### src/rtl/divclk_monitor.sv
// Divided-clock checker: measures period/high time of clk_in in clk cycles, flags period errors and stalls.
// Optional high-time symmetry check (duty_err) is enabled by defining DIVMON_DUTY_CHECK_EN.
module divclk_monitor #(
  parameter int CNT_W      = 16,
  parameter int EXP_PERIOD = 8,
  parameter int TOL        = 0,
  parameter int TIMEOUT    = 64
) (
  input  logic             clk,
  input  logic             reset,
  input  logic             clk_in,
  output logic [CNT_W-1:0] period_out,
  output logic [CNT_W-1:0] high_out,
  output logic             meas_valid,
  output logic             period_err,
  output logic             stall
`ifdef DIVMON_DUTY_CHECK_EN
  ,
  output logic             duty_err
`endif
);

  typedef enum logic {IDLE = 1'b0, MEASURE = 1'b1} state_t;

  localparam logic [CNT_W-1:0] CNT_MAX    = '1;
  localparam logic [CNT_W-1:0] TIMEOUT_M1 = CNT_W'(TIMEOUT - 1);
  localparam logic [CNT_W:0]   EXP_W      = (CNT_W + 1)'(EXP_PERIOD);
  localparam logic [CNT_W:0]   TOL_W      = (CNT_W + 1)'(TOL);

  state_t           state, state_next;
  logic             r0, r1, rise;
  logic [CNT_W-1:0] cnt, hcnt, cnt_inc, hcnt_inc;
  logic [CNT_W:0]   period_full, exp_diff;
  logic             period_bad, meas_fire;

  assign rise = r0 & ~r1;

  always_ff @(posedge clk) begin
    if (reset) state <= IDLE;
    else       state <= state_next;
  end

  always_comb begin
    state_next = state;
    if (state == IDLE && rise) state_next = MEASURE;
  end

  // cnt_inc doubles as the saturated period so a pegged counter reports 2^CNT_W-1, not 0.
  always_comb begin
    cnt_inc     = (cnt == CNT_MAX) ? cnt : cnt + 1'b1;
    hcnt_inc    = (hcnt == CNT_MAX) ? hcnt : hcnt + 1'b1;
    period_full = {1'b0, cnt} + 1'b1;
    exp_diff    = (period_full >= EXP_W) ? period_full - EXP_W : EXP_W - period_full;
    period_bad  = exp_diff > TOL_W;
    meas_fire   = rise && (state == MEASURE);
  end

  always_ff @(posedge clk) begin
    if (reset) begin
      r0         <= 1'b0;
      r1         <= 1'b0;
      cnt        <= '0;
      hcnt       <= '0;
      period_out <= '0;
      high_out   <= '0;
      meas_valid <= 1'b0;
      period_err <= 1'b0;
      stall      <= 1'b0;
    end else begin
      r0         <= clk_in;
      r1         <= r0;
      meas_valid <= meas_fire;
      if (rise) begin
        cnt   <= '0;
        hcnt  <= CNT_W'(1);
        stall <= 1'b0;
      end else begin
        cnt <= cnt_inc;
        if (r0 && state == MEASURE) hcnt <= hcnt_inc;
        // Fires on the edge where cnt becomes TIMEOUT; a coincident rise takes priority above.
        if (cnt == TIMEOUT_M1) stall <= 1'b1;
      end
      if (meas_fire) begin
        period_out <= cnt_inc;
        high_out   <= hcnt;
        if (period_bad) period_err <= 1'b1;
      end
    end
  end

`ifdef DIVMON_DUTY_CHECK_EN
  logic [CNT_W+1:0] twice_h, per_x, duty_diff;
  logic             duty_bad;

  always_comb begin
    twice_h   = {1'b0, hcnt, 1'b0};
    per_x     = {1'b0, period_full};
    duty_diff = (twice_h >= per_x) ? twice_h - per_x : per_x - twice_h;
    duty_bad  = duty_diff > (CNT_W + 2)'(1);
  end

  always_ff @(posedge clk) begin
    if (reset)                      duty_err <= 1'b0;
    else if (meas_fire && duty_bad) duty_err <= 1'b1;
  end
`endif

endmodule
### config.mk
export PLATFORM = sky130hd
export DESIGN_NAME = divclk_monitor
export DESIGN_NICKNAME = d
export VERILOG_FILES = /design/src/rtl/divclk_monitor.sv
export SDC_FILE = /design/constraint.sdc
export NUM_CORES = 1
export LEC_CHECK = 0
export ABC_AREA = 1
export CAP_MARGIN = 10
export CORE_MARGIN = 2
export CORE_UTILIZATION = 45
export CTS_CLUSTER_SIZE = 28
export DETAILED_ROUTE_END_ITERATION = 12
export PLACE_DENSITY = 0.74
export SETUP_SLACK_MARGIN = 0.5
export SYNTH_ARGS = -nofsm -noshare
export SYNTH_HDL_FRONTEND = slang
export SYNTH_SLANG_ARGS = --single-unit
### constraint.sdc
create_clock -name clk -period 3.2 [get_ports clk]
set_input_delay 0.64 -clock clk [delete_from_list [all_inputs] [get_ports clk]]
set_output_delay 0.64 -clock clk [all_outputs]
set_load 0.05 [all_outputs]
==> impl_results.html <==
<table>
<tr><th>Metric</th><th>Value</th></tr>
<tr><th colspan="2">Status</th></tr>
<tr><td>Result of the run</td><td>finished, final reports clean</td></tr>
<tr><th colspan="2">CTS</th></tr>
<tr><td>Number of hold buffers added after cts</td><td>0</td></tr>
<tr><td>CTS tree</td><td>built</td></tr>
<tr><td>Number of buffers created by CTS</td><td>9</td></tr>
<tr><td>Clock slew at the register clock pins of the worst setup and hold paths</td><td>roughly 0.080 ns</td></tr>
<tr><td>Number of sinks handled by clock tree synthesis</td><td>70</td></tr>
<tr><td>Maximum buffer depth of the clock tree</td><td>2</td></tr>
<tr><td>H-tree lvl count</td><td>3</td></tr>
<tr><td>Worst skew pair latency</td><td>0.34 ns</td></tr>
<tr><td>CTS root buf</td><td>clkbuf_8</td></tr>
<tr><th colspan="2">STA</th></tr>
<tr><td>Worst-case clock skew</td><td>slightly below 0.008 ns</td></tr>
<tr><td>Headroom to the max-slew limit</td><td>53.65%</td></tr>
<tr><td>Number of endpoints failing setup at the final stage</td><td>0</td></tr>
<tr><td>Tcrit/Tclk final</td><td>between 70% and 80%</td></tr>
<tr><td>Minimum period implied by the final worst setup slack</td><td>~2.4 ns</td></tr>
<tr><td>Setup repair after global routing missed its margin</td><td>false</td></tr>
<tr><td>Pin slew with the least headroom to its limit</td><td>about 0.69 ns</td></tr>
<tr><td>Slew Limit Fails</td><td>0</td></tr>
<tr><td>Final setup TNS</td><td>0 ns</td></tr>
<tr><td>Hold Vio Cnt, Final</td><td>0</td></tr>
<tr><td>Max Freq</td><td>slightly above 0.4 GHz</td></tr>
<tr><th colspan="2">Die</th></tr>
<tr><td>Boundary pin count</td><td>38</td></tr>
<tr><td>Vertical die dimension</td><td>between 90 and 100 um</td></tr>
<tr><td>Placeable core region</td><td>0.008175 mm2</td></tr>
<tr><td>Initial core utilization</td><td>a little under half</td></tr>
<tr><td>Std cell rows</td><td>33</td></tr>
<tr><td>X dimension of the die</td><td>95.45 um</td></tr>
<tr><td>Area of the die</td><td>roughly 0.0091 mm2</td></tr>
<tr><th colspan="2">Yosys</th></tr>
<tr><td>Mapped Area</td><td>between 0.003 and 0.004 mm2</td></tr>
<tr><td>Yosys Warn Count</td><td>0</td></tr>
<tr><td>Number of instances in the synthesized netlist</td><td>572</td></tr>
<tr><td>Synth Net Count</td><td>just under 600</td></tr>
<tr><td>Most frequent cell after synthesis</td><td>nand2_1</td></tr>
<tr><td>Post-synthesis async set-or-reset flop share</td><td>0%</td></tr>
<tr><td>Syn_area_per_cell</td><td>between 6 and 7 um2</td></tr>
<tr><td>Synthesis-stage register bit count</td><td>70</td></tr>
<tr><td>Leading cell types by count after synthesis</td><td>nand2_1, inv_1, nor2_1, dfxtp_1, nand3_1</td></tr>
<tr><td>Area share of the leading cell type in the synthesized netlist</td><td>between 30% and 40%</td></tr>
<tr><td>Register area share after synthesis</td><td>~37%</td></tr>
<tr><td>Library cell with the largest summed area after synthesis</td><td>dfxtp_1</td></tr>
<tr><td>Number of different library cells in the post-synthesis netlist</td><td>27</td></tr>
<tr><td>EDFF count, synth</td><td>0</td></tr>
<tr><td>Prevailing post-synth register cell</td><td>dfxtp_1</td></tr>
<tr><td>Cell types with the largest area share after synthesis</td><td>dfxtp_1, nand2_1, inv_1</td></tr>
<tr><th colspan="2">Detailed routing</th></tr>
<tr><td>First DRT Iteration DRCs</td><td>around 180</td></tr>
<tr><td>Detailed-route wire length per cell</td><td>about 13 um</td></tr>
<tr><td>Final routed DRC violation total</td><td>0</td></tr>
<tr><td>DRT antenna net count</td><td>0</td></tr>
<tr><td>Number of vias after detailed routing</td><td>about 3700</td></tr>
<tr><td>Routed vias/inst</td><td>between 5 and 6</td></tr>
<tr><td>Number of iterations in the first detailed-routing pass</td><td>5</td></tr>
<tr><td>Post-Route WL</td><td>approximately 9400 um</td></tr>
<tr><th colspan="2">Hold path</th></tr>
<tr><td>Classification of the worst-slack hold path</td><td>reg2reg</td></tr>
<tr><th colspan="2">Place</th></tr>
<tr><td>DPL Wire Length</td><td>approximately 6900 um</td></tr>
<tr><td>Placer's final routability congestion estimate</td><td>roughly 0.9</td></tr>
<tr><td>Input/output buffers</td><td>37</td></tr>
<tr><th colspan="2">Finish</th></tr>
<tr><td>Nets@finish</td><td>slightly above 600</td></tr>
<tr><td>Fraction of final layout cells with drive strength greater than 1</td><td>10.88%</td></tr>
<tr><td>Layout-stage area growth over the synthesis result</td><td>18.82%</td></tr>
<tr><td>Number of inserted diodes</td><td>0</td></tr>
<tr><td>Final core utilization</td><td>a little over half</td></tr>
<tr><th colspan="2">Global route</th></tr>
<tr><td>Overall global routing resource usage</td><td>between 20% and 30%</td></tr>
<tr><td>Largest net degree at the start of global routing</td><td>61</td></tr>
<tr><td>Number of global-route vias before repair</td><td>between 3000 and 4000</td></tr>
<tr><td>Initial antenna violation count</td><td>0</td></tr>
<tr><td>Grt total ovfl</td><td>0</td></tr>
<tr><td>Global-route wire length before repair</td><td>16000 um</td></tr>
<tr><th colspan="2">Run</th></tr>
<tr><td>MaxCap Viol Count</td><td>0</td></tr>
<tr><th colspan="2">Worst setup path</th></tr>
<tr><td>Path depth of the worst reg2reg path</td><td>19</td></tr>
<tr><td>Slowest cell on crit path</td><td>dfxtp_2</td></tr>
<tr><td>Origin of the critical flop-to-flop path</td><td>cnt[0]$_SDFF_PP0_</td></tr>
<tr><td>Worst R2R Setup Slack</td><td>approximately 0.8 ns</td></tr>
<tr><td>Critical path peak fanout</td><td>8</td></tr>
<tr><td>Worst EP arrival</td><td>2.65 ns</td></tr>
<tr><td>CP startpoint</td><td>cnt[0]$_SDFF_PP0_</td></tr>
<tr><td>CP endpoint</td><td>period_err$_SDFFE_PP0P_</td></tr>
<tr><td>Element type at the critical path end</td><td>register</td></tr>
<tr><td>Biggest cell delay along the critical path</td><td>roughly 0.37 ns</td></tr>
<tr><td>Capture point of the worst reg-to-reg path</td><td>period_err$_SDFFE_PP0P_</td></tr>
<tr><td>Category of the most critical setup path</td><td>reg2reg</td></tr>
<tr><td>Most prevalent standard cell on the critical path</td><td>nand2_1</td></tr>
<tr><td>Cells along the critical path</td><td>ha_4, nand2_4, o21ai_0, nand2_1, inv_2, ha_1, inv_1, o21bai_2, nand2_1, nor2_2, nand2_1, clkinv_1, nand2_1, nand2_1, nand2_1, nand2_1, nand3_1, o21ai_1, nand2_1</td></tr>
<tr><td>Worst endpoint required time</td><td>between 3 and 4 ns</td></tr>
<tr><td>Startpoint type of the worst setup path</td><td>register</td></tr>
<tr><th colspan="2">Power</th></tr>
<tr><td>Power per standard cell area</td><td>just under 400 mW/mm2</td></tr>
<tr><td>Lkg Pwr</td><td>a little over 0.002 uW</td></tr>
<tr><td>Highest ir drop seen on vdd</td><td>between 300 and 400 uV</td></tr>
</table>
how the worst min path moves through the flow:
stage	depth (start not counted)	end	slack (ns)	from
3_3_place_gp	2	r1$_SDFF_PP0_	0.44	r0$_SDFF_PP0_
5_1_grt	2	period_err$_SDFFE_PP0P_	0.48	period_err$_SDFFE_PP0P_
6_report	2	period_err$_SDFFE_PP0P_	0.46	period_err$_SDFFE_PP0P_
4_1_cts	2	r1$_SDFF_PP0_	0.46	r0$_SDFF_PP0_
2_1_floorplan	2	r1$_SDFF_PP0_	0.43	r0$_SDFF_PP0_
3_5_place_dp	2	r1$_SDFF_PP0_	0.44	r0$_SDFF_PP0_
placed cells by master, fill, tap and decap left out, types with 5 or more instances in the layout:
| cell type | n |
|---|---|
| nand2_1 | 139 |
| clkdlybuf4s50_1 | 37 |
| nor2_2 | 12 |
| a21oi_1 | 32 |
| o211ai_1 | 12 |
| o21ai_0 | 36 |
| nand4_1 | 15 |
| nor2_4 | 5 |
| nand3_1 | 45 |
| nor3_1 | 6 |
| inv_1 | 71 |
| dfxtp_1 | 67 |
| clkbuf_8 | 9 |
| nand2_2 | 12 |
| nor2_1 | 70 |
| buf_4 | 5 |
area by class of cell:
| type | count | area [um2] |
|---|---|---|
| Clock buffer | 11 | 131.4 |
| Clock inverter | 5 | 60.06 |
| Fill cell | 783 | 3704 |
| Inverter | 76 | 285.3 |
| Multi-Input combinational cell | 412 | 2051 |
| Sequential cell | 70 | 1405 |
| Tap cell | 105 | 131.4 |
| Timing Repair Buffer | 42 | 407.9 |
metrics by stage:
stage | total power (uW) | hold WS [ns] | std cells | worst slack [ns] | instance area [um2]
6_report | 1750 | 0.4576 | 721 | 0.7885 | 4472
4_1_cts | 1759 | 0.4628 | 720 | 0.5401 | 4442
2_1_floorplan | 1025 | 0.4252 | 572 | 0.8746 | 3764
5_1_grt | 1816 | 0.4785 | 721 | 0.5012 | 4472
3_3_place_gp | 1069 | 0.4421 | 704 | 0.7132 | 4250
3_5_place_dp | 1072 | 0.4440 | 704 | 0.5529 | 4250
worst max-delay path: cells and delay by family (launching register included):
kind,cells,cell delay (ns)
compound gates,3,0.47
fa+ha+maj,2,0.31
buf+inv,3,0.21
flops,1,0.37
simple gates,11,0.93
repair_timing:
action,in CTS,in global routing
endpoints found under the setup margin,0,1
resized for setup,0,8
buffers inserted,0,1
layer usage:
metal,track usage (%),vias up,wire length (um),share of wire (%)
met4,9.048,0,190,2.0
li1,-,1922,-,-
met1,27.55,1703,4145,44
met5,0,-,0,0
met2,37.73,97,4566,49
met3,4.506,17,450,4.8
flip-flops by register name, summed over array words and instances, names as in the netlist:
| register | cells |
|---|---|
| period_out | 16 |
| meas_valid | 1 |
| state | 1 |
| stall | 1 |
| period_err | 1 |
| high_out | 16 |
| r1 | 1 |
| r0 | 1 |
| cnt | 16 |
| hcnt | 16 |
logic make-up (layout without fill, tap and decap cells):
| family | Yosys count | in the layout | synth area share, % |
|---|---|---|---|
| DFF | 70 | 70 | 37.23 |
| and+or+nand+nor | 315 | 315 | 38.46 |
| xor gates and xnor gates | 4 | 4 | 0.9308 |
| buffers and inverters | 90 | 134 | 8.976 |
| AOI/OAI and AO/OA | 88 | 88 | 12.73 |
| adders and majority gates | 5 | 5 | 1.662 |
report_power, final:
part	internal, uW	leakage (uW)	switching (uW)
registers	891	0.000568	12.9
logic	48.1	0.00138	103
clock network	362	0.0000935	333
Power figures use the tool's default switching activity.
